$ cat config.mk
export PLATFORM = sky130hd
export DESIGN_NAME = rosc_reader
export DESIGN_NICKNAME = d
export VERILOG_FILES = /design/src/rtl/rosc_pkg.sv /design/src/rtl/rosc_sample_fifo.sv /design/src/rtl/rosc_reader.sv
export SDC_FILE = /design/constraint.sdc
export NUM_CORES = 1
export LEC_CHECK = 0
export BUFFER_PORTS_ARGS = -buffer_cell sky130_fd_sc_hd__buf_2
export CORE_MARGIN = 5
export CORE_UTILIZATION = 50
export DETAILED_ROUTE_END_ITERATION = 10
export PLACE_DENSITY = 0.73
export SLEW_MARGIN = 20
export SYNTH_ARGS = -nofsm -noshare
export SYNTH_HDL_FRONTEND = slang
export SYNTH_HIERARCHICAL = 1
export SYNTH_SLANG_ARGS = --single-unit
$ cat constraint.sdc
create_clock -name Clk -period 2.8 [get_ports Clk]
set_input_delay 0.56 -clock Clk [delete_from_list [all_inputs] [get_ports Clk]]
set_output_delay 0.56 -clock Clk [all_outputs]
set_load 0.01 [all_outputs]
$ cat src/rtl/rosc_pkg.sv
// Shared types for the ROSC reader: mode encodings, reader FSM states and
// the sample record carried through the sample FIFO.
package rosc_pkg;

  localparam logic [1:0] MODE_STOP = 2'b00;
  localparam logic [1:0] MODE_FAST = 2'b01;
  localparam logic [1:0] MODE_SLOW = 2'b10;

  typedef enum logic [2:0] {
    IDLE,
    ARM,
    WAIT_READY,
    ACK,
    WAIT_CLEAR,
    DONE
  } rosc_rd_state_t;

  typedef struct packed {
    logic [2:0]  err;
    logic [15:0] reading;
  } rosc_sample_t;

endpackage

$ cat src/rtl/rosc_sample_fifo.sv
// First-word-fall-through sample FIFO. The head entry is visible whenever
// notEmpty is high; an extra pointer bit separates full from empty, so a
// push and a pop in the same cycle are both honoured even when full.
module rosc_sample_fifo
  import rosc_pkg::*;
#(
  parameter int DEPTH = 4
) (
  input  logic         Clk,
  input  logic         Reset,
  input  logic         flush,
  input  logic         push,
  input  rosc_sample_t pushData,
  input  logic         pop,
  output rosc_sample_t headData,
  output logic         notEmpty,
  output logic         full
);

  localparam int AW = $clog2(DEPTH);

  logic [AW:0]  wrPtr;
  logic [AW:0]  rdPtr;
  rosc_sample_t mem [DEPTH];
  logic         doPush;
  logic         doPop;

  assign notEmpty = (wrPtr != rdPtr);
  assign full     = (wrPtr[AW] != rdPtr[AW]) && (wrPtr[AW-1:0] == rdPtr[AW-1:0]);
  assign doPop    = pop && notEmpty;
  assign doPush   = push && (!full || doPop);
  assign headData = mem[rdPtr[AW-1:0]];

  // Storage and pointers; flush empties the FIFO without touching storage.
  always_ff @(posedge Clk or posedge Reset) begin
    if (Reset) begin
      wrPtr <= '0;
      rdPtr <= '0;
      for (int i = 0; i < DEPTH; i++) mem[i] <= '0;
    end else if (flush) begin
      wrPtr <= '0;
      rdPtr <= '0;
    end else begin
      if (doPush) begin
        mem[wrPtr[AW-1:0]] <= pushData;
        wrPtr              <= wrPtr + 1'b1;
      end
      if (doPop) rdPtr <= rdPtr + 1'b1;
    end
  end

endmodule

$ cat src/rtl/rosc_reader.sv
// CPU-side reader for the ROSC sensor counter. Arms the ROSC, collects a
// programmed number of readings into the sample FIFO, keeps a running sum,
// and aborts any wait that outlasts the timeout.
//
// state      | meaning
// IDLE       | no run; waiting for Start
// ARM        | drive Mode/NumClkCycles, raise Enable
// WAIT_READY | wait for ROSCValReady; capture when FIFO has room
// ACK        | one-cycle CPUReadComplete pulse
// WAIT_CLEAR | wait for ROSCValReady to drop before the next capture
// DONE       | one-cycle Done pulse; ROSC stopped
module rosc_reader
  import rosc_pkg::*;
#(
  parameter int FIFO_DEPTH     = 4,
  parameter int TIMEOUT_CYCLES = 256,
  parameter int CNT_W          = 8
) (
  input  logic                  Clk,
  input  logic                  Reset,
  input  logic                  Start,
  input  logic                  Abort,
  input  logic [1:0]            CfgMode,
  input  logic [3:0]            CfgNumClkCycles,
  input  logic [CNT_W-1:0]      NumSamples,
  output logic [1:0]            Mode,
  output logic                  Enable,
  output logic [3:0]            NumClkCycles,
  output logic                  CPUReadComplete,
  input  logic [15:0]           ROSCReading,
  input  logic [2:0]            ErrorCode,
  input  logic                  ROSCValReady,
  output logic [15:0]           SampleData,
  output logic [2:0]            SampleErr,
  output logic                  SampleValid,
  input  logic                  SampleReady,
  output logic [16+CNT_W-1:0]   Sum,
  output logic                  Busy,
  output logic                  Done,
  output logic                  Timeout,
  output logic                  SampleErrSeen
);

  localparam int              TMR_W    = $clog2(TIMEOUT_CYCLES + 1);
  localparam logic [TMR_W-1:0] TMR_LOAD = TMR_W'(TIMEOUT_CYCLES - 1);

  rosc_rd_state_t   state;
  rosc_rd_state_t   nextState;
  logic [CNT_W-1:0] numLat;
  logic [CNT_W-1:0] sampleCnt;
  logic [TMR_W-1:0] tmr;
  logic             startAccepted;
  logic             fifoFlush;
  logic             fifoPush;
  logic             fifoFull;
  logic             waiting;
  logic             stall;
  logic             tmrExpired;
  logic             timeoutHit;
  rosc_sample_t     pushData;
  rosc_sample_t     headData;

  assign startAccepted = (state == IDLE) && Start;
  assign fifoFlush     = startAccepted && (NumSamples != '0);
  assign waiting       = (state == WAIT_READY) || (state == WAIT_CLEAR);
  // A full FIFO holds the ROSC off; that wait is not the ROSC's fault, so the
  // timer is frozen rather than allowed to expire.
  assign stall         = (state == WAIT_READY) && fifoFull;
  assign tmrExpired    = waiting && !stall && (tmr == '0);
  assign pushData      = '{err: ErrorCode, reading: ROSCReading};

  assign SampleData  = headData.reading;
  assign SampleErr   = headData.err;

  rosc_sample_fifo #(.DEPTH(FIFO_DEPTH)) uFifo (
    .Clk      (Clk),
    .Reset    (Reset),
    .flush    (fifoFlush),
    .push     (fifoPush),
    .pushData (pushData),
    .pop      (SampleReady),
    .headData (headData),
    .notEmpty (SampleValid),
    .full     (fifoFull)
  );

  // Next-state decode; Abort overrides any capture or timeout in the same cycle.
  always_comb begin
    nextState  = state;
    fifoPush   = 1'b0;
    timeoutHit = 1'b0;
    case (state)
      IDLE:       if (Start) nextState = (NumSamples == '0) ? DONE : ARM;
      ARM:        nextState = WAIT_READY;
      WAIT_READY: begin
        if (ROSCValReady && !fifoFull) begin
          fifoPush  = 1'b1;
          nextState = ACK;
        end else if (tmrExpired) begin
          timeoutHit = 1'b1;
          nextState  = DONE;
        end
      end
      ACK:        nextState = WAIT_CLEAR;
      WAIT_CLEAR: begin
        if (!ROSCValReady) begin
          nextState = (sampleCnt == numLat) ? DONE : WAIT_READY;
        end else if (tmrExpired) begin
          timeoutHit = 1'b1;
          nextState  = DONE;
        end
      end
      DONE:       nextState = IDLE;
      default:    nextState = IDLE;
    endcase
    if (Abort && (state != IDLE) && (state != DONE)) begin
      nextState  = DONE;
      fifoPush   = 1'b0;
      timeoutHit = 1'b0;
    end
  end

  // State register.
  always_ff @(posedge Clk or posedge Reset) begin
    if (Reset) state <= IDLE;
    else       state <= nextState;
  end

  // Sample count target for the run.
  always_ff @(posedge Clk or posedge Reset) begin
    if (Reset)          numLat <= '0;
    else if (fifoFlush) numLat <= NumSamples;
  end

  // Run accumulators and sticky status, cleared by an accepted Start.
  always_ff @(posedge Clk or posedge Reset) begin
    if (Reset) begin
      Sum           <= '0;
      sampleCnt     <= '0;
      Timeout       <= 1'b0;
      SampleErrSeen <= 1'b0;
    end else if (startAccepted) begin
      Sum           <= '0;
      sampleCnt     <= '0;
      Timeout       <= 1'b0;
      SampleErrSeen <= 1'b0;
    end else begin
      if (fifoPush) begin
        Sum       <= Sum + (16+CNT_W)'(ROSCReading);
        sampleCnt <= sampleCnt + 1'b1;
        if (ErrorCode != 3'd0) SampleErrSeen <= 1'b1;
      end
      if (timeoutHit) Timeout <= 1'b1;
    end
  end

  // Wait-state down-counter: reloaded on entry to either wait state,
  // terminal count at zero.
  always_ff @(posedge Clk or posedge Reset) begin
    if (Reset) begin
      tmr <= '0;
    end else if ((nextState != state) &&
                 ((nextState == WAIT_READY) || (nextState == WAIT_CLEAR))) begin
      tmr <= TMR_LOAD;
    end else if (waiting && !stall && (tmr != '0)) begin
      tmr <= tmr - 1'b1;
    end
  end

  // Registered ROSC-facing and status outputs, decoded from the next state.
  always_ff @(posedge Clk or posedge Reset) begin
    if (Reset) begin
      Mode            <= MODE_STOP;
      NumClkCycles    <= '0;
      Enable          <= 1'b0;
      CPUReadComplete <= 1'b0;
      Busy            <= 1'b0;
      Done            <= 1'b0;
    end else begin
      if (fifoFlush) begin
        Mode         <= CfgMode;
        NumClkCycles <= CfgNumClkCycles;
      end else if (nextState == DONE) begin
        Mode <= MODE_STOP;
      end
      Enable          <= (nextState == ARM) || (nextState == WAIT_READY) ||
                         (nextState == ACK) || (nextState == WAIT_CLEAR);
      CPUReadComplete <= (nextState == ACK);
      Busy            <= (nextState != IDLE);
      Done            <= (nextState == DONE);
    end
  end

endmodule

Word-level counts from Yosys, hierarchy flattened
Index checks and enable logic that the tools add are counted.
{"block": "classes", "muxes": 39, "n_bitwise": 3, "eq_ne": 15, "div": 0, "n_reduce_logical": 39, "n_mul": 0, "shift": 0, "order_cmp": 3, "n_addsub": 5}
{"operator": "76-bit bitwise mux", "count": 1}
{"operator": "19-bit 2-to-1 mux", "count": 3}
{"operator": "24-bit 2-to-1 mux", "count": 2}
{"operator": "19-bit binary-select mux with 2-bit select", "count": 1}
{"operator": "19-bit demux with 2-bit select", "count": 1}
{"operator": "3-bit 2-to-1 mux", "count": 11}
{"operator": "24-bit by 16-bit adder with 24-bit output", "count": 1}
{"operator": "9-bit 2-to-1 mux", "count": 2}
{"operator": "8-bit 2-to-1 mux", "count": 2}
{"operator": "3-bit case mux with 5 select lines", "count": 1}
{"operator": "1-bit logical AND", "count": 14}
{"operator": "2-bit nonzero test", "count": 7}
{"operator": "3-bit by 2-bit == test with 1-bit output (second input constant)", "count": 4}
{"operator": "1-bit 2-to-1 mux", "count": 12}
{"operator": "3-bit == test (second input constant)", "count": 3}
{"operator": "9-bit zero test", "count": 1}
{"operator": "3-bit nonzero test", "count": 3}
{"operator": "9-bit nonzero test", "count": 1}
{"operator": "9-bit by 1-bit subtractor with 9-bit output (second input constant)", "count": 1}
{"operator": "8-bit by 1-bit adder with 8-bit output (second input constant)", "count": 1}
{"operator": "8-bit == test", "count": 1}
{"operator": "8-bit zero test", "count": 1}
{"operator": "8-bit nonzero test", "count": 1}
{"operator": "3-bit by 1-bit adder with 3-bit output (second input constant)", "count": 2}
{"operator": "other kinds (15)", "count": 27}
{"block": "word_totals", "word_cells": 127, "ram_bits": 0, "latch_bits": 0, "mem_count": 0, "ff_bits": 146, "rom_bits": 0, "input_bits": 39}

Longest topological paths before layout
Gate-level depths: netlist of run 1.
{"block": "logic_depth", "ltp_word": 14, "depth_mapped": 11}

Modules after synthesis
Netlist of run 1, hierarchy kept.
{"module": "rosc_sample_fifo", "area_per_inst_um2": 4051.4, "seq_area_each_um2": 2052.0, "instances": 1, "cells_per_inst": 233}
{"module": "rosc_reader", "area_per_inst_um2": 3748.6, "seq_area_each_um2": 1601.5, "instances": 1, "cells_per_inst": 389}

Worst setup path after synthesis of run 1
OpenSTA, ideal clock, no wires.
{"block": "synth_timing", "path_kind": "register to register", "from": "reg uFifo.rdPtr[2]", "to": "reg uFifo/mem[0] (netlist name)", "n_path_buf": 2, "slack_ns": 0.040, "path_stages_with_launch": 11, "arrival_ns": 2.635, "setup_ns": 0.125, "path_cell_list": "dfrtp_1 -> xnor2_2 -> nor3_1 -> nor3b_2 -> nand3_1 -> clkbuf_1 -> inv_1 -> and3b_1 -> o41ai_4 -> buf_6 -> mux2_4"}
{"block": "synth_between", "elab_chain_cells": 9, "elab_cells_between_ends": 12}
{"element": "from (decl)", "line_no": "rosc_sample_fifo.sv:23", "rtl": "logic [AW:0] rdPtr;"}
{"element": "from (signal assigned)", "line_no": "rosc_sample_fifo.sv:48", "rtl": "if (doPop) rdPtr <= rdPtr + 1'b1;"}
{"element": "1-bit inequality test", "line_no": "rosc_sample_fifo.sv:29", "rtl": "assign full = (wrPtr[AW] != rdPtr[AW]) && (wrPtr[AW-1:0] == rdPtr[AW-1:0]);"}
{"element": "1-bit logical AND", "line_no": "rosc_sample_fifo.sv:29"}
{"element": "via fifoFull", "line_no": "rosc_reader.sv:55", "rtl": "logic fifoFull;"}
{"element": "1-bit zero test", "line_no": "rosc_reader.sv:96", "rtl": "if (ROSCValReady && !fifoFull) begin"}
{"element": "1-bit logical AND", "line_no": "rosc_reader.sv:96"}
{"element": "1-bit 2-to-1 mux", "line_no": "rosc_reader.sv:96"}
{"element": "1-bit 2-to-1 mux", "line_no": "rosc_reader.sv:92", "rtl": "case (state)"}
{"element": "1-bit 2-to-1 mux", "line_no": "rosc_reader.sv:116", "rtl": "if (Abort && (state != IDLE) && (state != DONE)) begin"}
{"element": "via fifoPush", "line_no": "rosc_reader.sv:54", "rtl": "logic fifoPush;"}
{"element": "1-bit logical AND", "line_no": "rosc_sample_fifo.sv:31", "rtl": "assign doPush = push && (!full || doPop);"}
{"element": "2-bit AND reduction (no source line)"}
{"element": "to (signal, indexed assignment)", "line_no": "rosc_sample_fifo.sv:45", "rtl": "mem[wrPtr[AW-1:0]] <= pushData;"}
{"element": "to (decl)", "line_no": "rosc_sample_fifo.sv:24", "rtl": "rosc_sample_t mem [DEPTH];"}
The timed path passes the listed nets, and every way through them passes these cells.
A chain may end at the register's enable or synchronous reset.

Worst setup path in the final report of run 1
{"block": "layout_timing", "from": "reg uFifo.rdPtr[0]", "to": "out SampleData[14]"}
{"block": "layout_between", "elab_chain_cells": 4}
{"element": "2-bit inverter with 3-bit output (not written as such)", "line_no": "rosc_sample_fifo.sv:32", "rtl": "assign headData = mem[rdPtr[AW-1:0]];"}
{"element": "19-bit binary-select mux with 2-bit select", "line_no": "rosc_sample_fifo.sv:32"}
{"element": "19-bit 2-to-1 mux (not written as such) (2 in a row)", "line_no": "rosc_sample_fifo.sv:32"}
{"element": "to (decl)", "line_no": "rosc_reader.sv:33", "rtl": "output logic [15:0] SampleData,"}
Every way passes these cells. The select of a mux whose other input is x is not followed.

==> qor.txt, run 1 <==
largest net degree at the start of global routing - 83
diodes inserted - 0
Non-Filler Instances - 966
Distinct cells, synth - 68
WL final - 17700 um
skew final - 8.42 ps
Slew HR - 0.397
Synth Area in XOR/XNOR - 0.0484
register area share after synthesis - 0.468
critical path class - reg -> out
Final nets - 808
hold buffer count at CTS - 0
CTS tree - yes
CP max stage delay - 590 ps
die span in x - 135 um
TNS Setup - 0 ps
Period Utilization, post-route - 0.933
Final Hold Vio Count - 0
CP max stage cell - mux4_2
placed cell count - 936
Slew Viols, Final - 0
run status - finished clean
PD cells - 882 nW/um^2
first-pass GRT wire length - 29700 um
Req. time, crit path - 2240 ps
final RePlAce weighted congestion - 0.883
Area Overhead vs Synth - 19.1%
DRC viols - 0
Die ar. - 18200 um^2
Yosys reg bits - 146
DRT Pass-1 Iters - 4
CP Cell Sequence - buf_4 > mux4_2 > buf_2
Post-synth EDFFs - 0
Worst Path Arrival - 2050 ps
fmax - 0.383 GHz
Reg clk slew, reported paths - 60 ps
final core utilization - 0.609
Initial Util - 0.511
Detail Route Antenna Nets - 0
post-synthesis mux area share - 0.211
layout filler cell count - 1199
Setup violations, final - 0
Mapped Avg Cell Area - 12.5 um^2
main combinational cell family by area after synthesis - multiplexers
worst skew pair latency - 410 ps
WL/cell - 18.3 um
Synth Instances - 622
Synth Area in Simple Gates - 0.107
worst r2r src - uFifo/rdPtr[1]$_DFFE_PP0P_
Cell Rows - 45
core box area - 15300 um^2
vias per cell - 5.61
Port Buf Inserts - 94
cell area after synthesis - 7800 um^2
# H-tree levels - 4
Tightest Pin Transition - 902 ps
Synthesis Warnings - 6
root buffer selected by CTS - clkbuf_16
async set-or-reset flop fraction in the synthesized netlist - 1.00
LEAKAGE - 4.53 nW
commonest non-fill, non-tap cells in the layout - 144 x dfrtp_1, 94 x buf_2, 50 x mux2_2
Hold Slack - 222 ps
Post-DP HPWL - 12600 um
peak fanout along the critical path - 22
most frequently used flop master after synthesis - dfrtp_1
syn_nets - 686
layout cells sized above 1 - 0.375
global route overflow - 0
Top delay family on crit path - buffers and inverters
Clock Path Buffers - 2
Top Ports - 95
total clock buffers created by CTS - 17
initial antenna violation count - 0
vias - 5424
GRT Resource Usage Total - 0.205
drt initial violations - 380
Crit. End Element - output port
Startpoint Class - flop
die span in y - 135 um
crit path launch - uFifo/rdPtr[0]$_DFFE_PP0P_
vias in the first global route - 5943
post-layout min period - 2610 ps
hold crit path type - in -> async
RSZ-0062 raised after global routing - false
clk sinks - 146
post-synthesis compound-gate area fraction - 0.0993
WP buf/inv - 2
commonest non-fill, non-tap cell in the layout - dfrtp_1
Post-Synth Adder-Cell Area - 0.0411
Worst VDD drop - 0.000499 V
max cap viols - 0
-- per-stage QoR --
step	setup WS, ps	area (um^2)	power (mW)
after detailed placement	-44.2	8720	6.04
after CTS	2.49	9280	8.26
after floorplan	39.8	7800	5.08
after global routing	25.6	9290	8.70
final	189	9290	8.19
after global placement	45.5	8720	5.90
-- worst paths after layout --
kind,cells past startpoint,slack [ps],to
max,3,190,SampleData[14]
min,2,220,NumClkCycles[2]$_DFFE_PP0P_
max reg2reg,10,220,tmr[1]$_DFFE_PP0P_
min reg2reg,2,500,Timeout$_DFFE_PP0P_
max in group asynchronous,3,1860,tmr[5]$_DFFE_PP0P_
min in group Clk,3,380,numLat[1]$_DFFE_PP0P_
-- where the power goes --
part	switching [mW]	internal, mW	total, mW
sequential	0.388	2.57	2.96
combinational	1.60	1.45	3.04
clock	0.812	1.37	2.18
-- registers in the layout, summed over array words and instances (netlist names) --
register,flops
uFifo/wrPtr,3
CPUReadComplete,1
state,3
tmr,9
Timeout,1
sampleCnt,8
NumClkCycles,4
SampleErrSeen,1
Enable,1
Busy,1
Done,1
uFifo/mem,76
Sum,24
uFifo/rdPtr,3
Mode,2
numLat,8
-- kinds of logic (layout without fill, tap and decap cells) --
| family | after synthesis | count (layout) |
|---|---|---|
| compound gates | 103 | 103 |
| mux | 114 | 114 |
| buf+inv | 42 | 175 |
| fa+ha+maj | 25 | 25 |
| flops | 146 | 146 |
| xor+xnor | 38 | 38 |
| simple gates | 154 | 154 |
-- routing by layer --
metal | track usage | vias to the layer above | wire length, um
met1 | 0.263 | 2727 | 7670
met3 | 0.0499 | 20 | 787
met4 | 0.0605 | 0 | 253
met2 | 0.348 | 138 | 8950
met5 | 0 | - | 0
li1 | - | 2539 | -
-- what timing repair did --
item / CTS / global route
endpoints found under the hold margin: 0 / 0
setup buffers: 0 / 0
setup endpoints to repair: 0 / 10
resized for setup: 0 / 5
-- worst register-to-register path: stages (launching register included) --
cell,delay [ps]
dfrtp_1,430
xor2_4,200
nor3_1,210
buf_4,150
nor2_1,50
nand3b_1,130
o311ai_1,120
a211o_1,340
and3_1,190
o311ai_4,450
o211ai_1,160
-- layout make-up --
cell class	instances	area [um^2]	share of cell area
well taps	211	264	0.0284
multi-input cells	434	3950	0.425
repair buffers	127	785	0.0845
clock buffers	25	485	0.0523
inverters	18	71.3	0.00768
clock inverters	5	77.6	0.00835
flip-flops and latches	146	3660	0.394
-- Yosys cell counts (all sizes together) (6+ instances only) --
cell | number | area share
dfrtp | 146 | 0.47
ha | 24 | 0.038
nand4 | 6 | 0.0048
mux2 | 90 | 0.15
nor3 | 7 | 0.0045
buf | 11 | 0.010
xor2 | 18 | 0.025
xnor2 | 20 | 0.023
clkbuf | 13 | 0.0063
nand2b | 8 | 0.0064
o21ai | 32 | 0.021
and3 | 6 | 0.0048
inv | 18 | 0.0087
nand3 | 24 | 0.015
o31ai | 7 | 0.0067
nand2 | 37 | 0.018
mux4 | 19 | 0.055
a21oi | 21 | 0.014
nor2 | 25 | 0.012
or3 | 7 | 0.0056
(Power assumes the default switching activity.)
==> run 2, diff against run 1 <==
--- a/config.mk
+++ b/config.mk
@@ -6,6 +6,7 @@
 export NUM_CORES = 1
 export LEC_CHECK = 0
 export BUFFER_PORTS_ARGS = -buffer_cell sky130_fd_sc_hd__buf_2
+export CORE_ASPECT_RATIO = 1.2
 export CORE_MARGIN = 5
 export CORE_UTILIZATION = 50
 export DETAILED_ROUTE_END_ITERATION = 10
==> run 2 against run 1 <==
Net effect:
- non-clock buffer count down 2
- sequential share of layout area fell by 0.14 points
- register-to-register slack worse by 60 ps
- cell area is 0.28% higher
- die area about the same
- wire length rose by 0.32%
- critical path type unchanged
- largest cell class unchanged
==> qor.txt, run 2 (synthesized netlist as in run 1, its figures left out) <==
LEAKAGE - 4.56 nW
worst skew pair latency - 430 ps
Die ar. - 18200 um^2
largest net degree at the start of global routing - 83
Clk pwr share - 0.270
global route overflow - 0
Worst Path Arrival - 2090 ps
layout cells sized above 1 - 0.376
root buffer selected by CTS - clkbuf_16
CP max stage delay - 600 ps
CTS tree - yes
Cell Rows - 50
final RePlAce weighted congestion - 0.866
Startpoint Class - flop
top flop regs - uFifo/mem: 76 flops, Sum: 24 flops, tmr: 9 flops
# H-tree levels - 4
Post-DP HPWL - 12500 um
Detail Route Antenna Nets - 0
Crit. End Element - output port
final core utilization - 0.603
placed cell areas - 8690 um^2
Period Utilization, post-route - 0.948
setup ws final - 146 ps
CP Cell Sequence - buf_4 > mux4_2 > buf_2
Finished Cell Area - 9320 um^2
Net Sw Power - 2.91 mW
DRC viols - 0
drt initial violations - 342
peak fanout along the critical path - 22
WP buf/inv - 2
Req. time, crit path - 2240 ps
Slew HR - 0.308
Initial Util - 0.505
GRT Resource Usage Total - 0.205
DRT Pass-1 Iters - 5
Biggest register - uFifo/mem
pre-CTS setup slack - -70.5 ps
Comb pwr share - 0.373
Flop pwr share - 0.357
skew final - 7.57 ps
total clock buffers created by CTS - 17
worst hold path cell count - 2
Hold Slack - 358 ps
Final nets - 806
core box area - 15500 um^2
Final Hold Vio Count - 0
hold crit path type - in -> reg
commonest non-fill, non-tap cells in the layout - 146 x dfrtp_1, 94 x buf_2, 50 x mux2_2
vias - 5459
worst r2r path cells - 10
cell count along the critical path - 3
fmax - 0.377 GHz
Tightest Pin Transition - 1030 ps
Area Overhead vs Synth - 19.4%
clk sinks - 146
die span in y - 147 um
WL/cell - 18.4 um
initial antenna violation count - 1
first-pass GRT wire length - 29500 um
critical path class - reg -> out
Setup violations, final - 0
Total Power - 8.33 mW
die span in x - 124 um
post-layout min period - 2650 ps
layout filler cell count - 1234
run status - finished clean
Port Buf Inserts - 94
RSZ-0062 raised after global routing - false
Clock Path Buffers - 2
vias in the first global route - 5784
vias per cell - 5.66
Slew Viols, Final - 0
CP max stage cell - mux4_2
Worst VDD drop - 0.000478 V
Sw Share - 0.349
commonest non-fill, non-tap cell in the layout - dfrtp_1
internal power - 5.42 mW
max reg flops - 76
WL final - 17700 um
max cap viols - 0
Top Ports - 95
PD cells - 894 nW/um^2
Top delay family on crit path - buffers and inverters
Reg clk slew, reported paths - 60 ps
## run 2: path summary, 6_finish.rpt
kind / start / end / slack, ps
max in group asynchronous: Reset / uFifo/mem[1]$_DFFE_PP0P_ / 1660
setup / recovery: uFifo/rdPtr[0]$_DFFE_PP0P_ / SampleData[7] / 150
setup reg to reg: uFifo/wrPtr[1]$_DFFE_PP0P_ / uFifo/mem[25]$_DFFE_PP0P_ / 160
hold / removal: CfgMode[1] / Mode[1]$_DFFE_PP0P_ / 360
hold reg to reg: uFifo/mem[36]$_DFFE_PP0P_ / uFifo/mem[36]$_DFFE_PP0P_ / 500
min in group asynchronous: Reset / NumClkCycles[1]$_DFFE_PP0P_ / 570
## run 2: what timing repair did
item	in CTS	in global routing
setup endpoints to repair	0	3
resized for setup	0	1
hold buffers	1	0
hold endpoints to repair	3	0
buffers inserted	0	1
## run 2: power by group through the flow
stage / Combinational, mW / Clock [mW] / Sequential (mW)
floorplan: 2.14 / 0 / 2.93
global placement: 2.94 / 0 / 2.96
detailed placement: 3.05 / 0 / 3.00
CTS: 3.08 / 2.31 / 2.97
global route: 3.39 / 2.40 / 3.03
finish: 3.10 / 2.25 / 2.97
## run 2: per-stage QoR
stage,setup TNS (ps),cells
final,0,964
after global routing,0,964
after CTS,0,962
after detailed placement,-104,929
after global placement,0,929
after floorplan,0,622
## run 2: cell type report
type                            instances  area, um^2  share of cell area
Antenna cell                            1        2.50            0.000269
Clock buffer                           20         457              0.0490
Clock inverter                         12         131              0.0141
Inverter                               18        67.6             0.00725
Multi-Input combinational cell        434        3950               0.424
Sequential cell                       146        3650               0.392
Tap cell                              208         260              0.0279
Timing Repair Buffer                  125         793              0.0852
## run 2: per-layer routing
layer / global-route usage / routed length [um] / up-vias
met5: 0 / 0 / -
met4: 0.0734 / 322 / 0
met3: 0.0435 / 802 / 25
met2: 0.332 / 8910 / 144
met1: 0.272 / 7680 / 2754
li1: - / - / 2536
==> run 3, diff against run 2 <==
--- a/config.mk
+++ b/config.mk
@@ -5,12 +5,13 @@
 export SDC_FILE = /design/constraint.sdc
 export NUM_CORES = 1
 export LEC_CHECK = 0
+export ABC_CLOCK_PERIOD_IN_PS = 3100
 export BUFFER_PORTS_ARGS = -buffer_cell sky130_fd_sc_hd__buf_2
 export CORE_ASPECT_RATIO = 1.2
 export CORE_MARGIN = 5
 export CORE_UTILIZATION = 50
 export DETAILED_ROUTE_END_ITERATION = 10
-export PLACE_DENSITY = 0.73
+export PLACE_DENSITY = 0.7
 export SLEW_MARGIN = 20
 export SYNTH_ARGS = -nofsm -noshare
 export SYNTH_HDL_FRONTEND = slang
==> constraint.sdc (replaced) <==
create_clock -name Clk -period 3.1 [get_ports Clk]
set_input_delay 0.62 -clock Clk [delete_from_list [all_inputs] [get_ports Clk]]
set_output_delay 0.62 -clock Clk [all_outputs]
set_load 0.01 [all_outputs]
==> run 3 against run 2 <==
Net effect:
- critical path depth rose by 6
- sequential power shrank 9.1%
- sequential share of layout area increased by 0.53 points
- largest power group is now registers
- highest routed layer unchanged
- cell area shrank 1.3%
- die area is the same
- hold slack got worse by 26 ps
- via count grew 0.46%
- first-iteration DRC count increased by 6.7%
- critical endpoint is now tmr[6]$_DFFE_PP0P_
- final cell count shrank 1.7%
- sequential cell count unchanged
- clock power down 10%
- largest cell class unchanged
==> qor.txt, run 3 (synthesized netlist as in run 1, its figures left out) <==
largest net degree at the start of global routing - 51
commonest non-fill, non-tap cells in the layout - 146 x dfrtp_1, 94 x buf_2, 50 x mux2_2
top flop regs - uFifo/mem: 76 flops, Sum: 24 flops, tmr: 9 flops
placed cell count - 915
Worst Path Arrival - 3120 ps
layout filler cell count - 1264
crit path launch - uFifo/wrPtr[1]$_DFFE_PP0P_
GR peak layer - met2
vias per cell - 5.78
global route overflow - 0
internal power - 4.75 mW
FF-to-FF setup slack - 270 ps
global-route track usage on met1 - 0.267
Post-DP HPWL - 12500 um
fmax - 0.354 GHz
WL/cell - 18.8 um
Reg clk slew, reported paths - 60 ps
worst skew pair latency - 420 ps
layout cells sized above 1 - 0.365
core box area - 15500 um^2
clk sinks - 146
Crit. End Element - flop
final RePlAce weighted congestion - 0.920
Worst VDD drop - 0.000437 V
Initial Util - 0.505
CTS resizes - 0
Die ar. - 18200 um^2
Slew HR - 0.506
Top Ports - 95
post-layout min period - 2830 ps
RR Endpoint - tmr[6]$_DFFE_PP0P_
Setup violations, final - 0
hold buffer count at CTS - 0
RSZ-0062 raised after global routing - false
initial antenna violation count - 1
# H-tree levels - 4
Req. time, crit path - 3390 ps
Detail Route Antenna Nets - 0
vias - 5484
worst r2r path cells - 9
GRT Resource Usage Total - 0.208
max reg flops - 76
Cell Rows - 50
Net Sw Power - 2.62 mW
commonest non-fill, non-tap cell in the layout - dfrtp_1
DRT Pass-1 Iters - 5
DRC viols - 0
Area Overhead vs Synth - 17.8%
grt met2 use - 0.347
Final Hold Vio Count - 0
skew final - 10.5 ps
total clock buffers created by CTS - 17
Post-CTS Setup Repair Bufs - 0
first-pass GRT wire length - 29900 um
root buffer selected by CTS - clkbuf_16
max cap viols - 0
Non-Filler Instances - 948
Period Utilization, post-route - 0.911
CTS tree - yes
Biggest register - uFifo/mem
Clock Path Buffers - 2
Final nets - 790
vias in the first global route - 5872
hold crit path type - in -> async
Critical Path End - tmr[6]$_DFFE_PP0P_
run status - finished clean
LEAKAGE - 4.47 nW
Slew Viols, Final - 0
die span in x - 124 um
Startpoint Class - flop
WL final - 17800 um
critical path class - reg -> reg
TNS Setup - 0 ps
peak fanout along the critical path - 10
grt met3 use - 0.0420
worst r2r src - uFifo/wrPtr[1]$_DFFE_PP0P_
PD cells - 802 nW/um^2
Clk pwr share - 0.275
Tightest Pin Transition - 741 ps
Flop pwr share - 0.367
Comb pwr share - 0.359
placed cell areas - 8590 um^2
drt initial violations - 365
die span in y - 147 um
Finished Cell Area - 9190 um^2
Port Buf Inserts - 94
Sw Share - 0.356
==> run 3: changes by cell type in the layout (fill, tap and decap cells not counted), sizes merged <==
cell / previous run / this run
buf: 124 / 109
clkbuf: 20 / 17
clkinv: 7 / 9
clkinvlp: 1 / 2
dlygate4sd3: 1 / 0
==> run 3: stage by stage <==
stage               setup slack, ps  power [mW]  hold slack [ps]  utilization
global placement                161        5.24              479        0.556
floorplan                       340        4.58              470            -
finish                          275        7.37              332        0.595
CTS                            11.2        7.42              341        0.594
global route                   25.0        7.82              392        0.595
detailed placement             19.5        5.36              486        0.556
==> run 3: power groups by stage <==
| stage | Combinational [mW] | Sequential [mW] | Clock, mW |
|---|---|---|---|
| 3_3_place_gp | 2.55 | 2.69 | 0 |
| 2_1_floorplan | 1.94 | 2.65 | 0 |
| 3_5_place_dp | 2.64 | 2.72 | 0 |
| 5_1_grt | 2.91 | 2.76 | 2.14 |
| 4_1_cts | 2.66 | 2.69 | 2.07 |
| 6_report | 2.64 | 2.70 | 2.02 |
==> run 3: metal layers <==
layer | routed length, um | share of wire
met5 | 0 | 0
met4 | 293 | 0.016
met3 | 808 | 0.045
met2 | 9220 | 0.52
met1 | 7520 | 0.42
==> run 3: layout make-up <==
cell class	count	area (um^2)	area share
clock buffer	17	425	0.0463
clock inverter	15	158	0.0172
inverter	18	71.3	0.00776
antenna	1	2.50	0.000272
tap	208	260	0.0283
timing repair buffer	109	658	0.0716
sequential	146	3650	0.398
multi-input combinational	434	3960	0.431
==> run 3: worst min path at each step <==
stage               slack, ps  cells after the start                     endpoint                       from
global placement          480                      1          Mode[1]$_DFFE_PP0P_        Mode[1]$_DFFE_PP0P_
CTS                       340                      2          Mode[0]$_DFFE_PP0P_                      Reset
floorplan                 470                      1    uFifo/mem[36]$_DFFE_PP0P_  uFifo/mem[36]$_DFFE_PP0P_
finish                    330                      2             Enable$_DFF_PP0_                      Reset
global route              390                      2  NumClkCycles[1]$_DFFE_PP0P_                      Reset
detailed placement        490                      1          Mode[1]$_DFFE_PP0P_        Mode[1]$_DFFE_PP0P_
==> run 3: critical path: stages, from the launching register on <==
cell and delay (ps):
dfrtp_1 510, xor2_4 410, nor3_1 180, nor3b_2 250
o211ai_1 130, buf_4 190, or4_1 460, or3_1 340
xor2_1 150, nand2_1 70
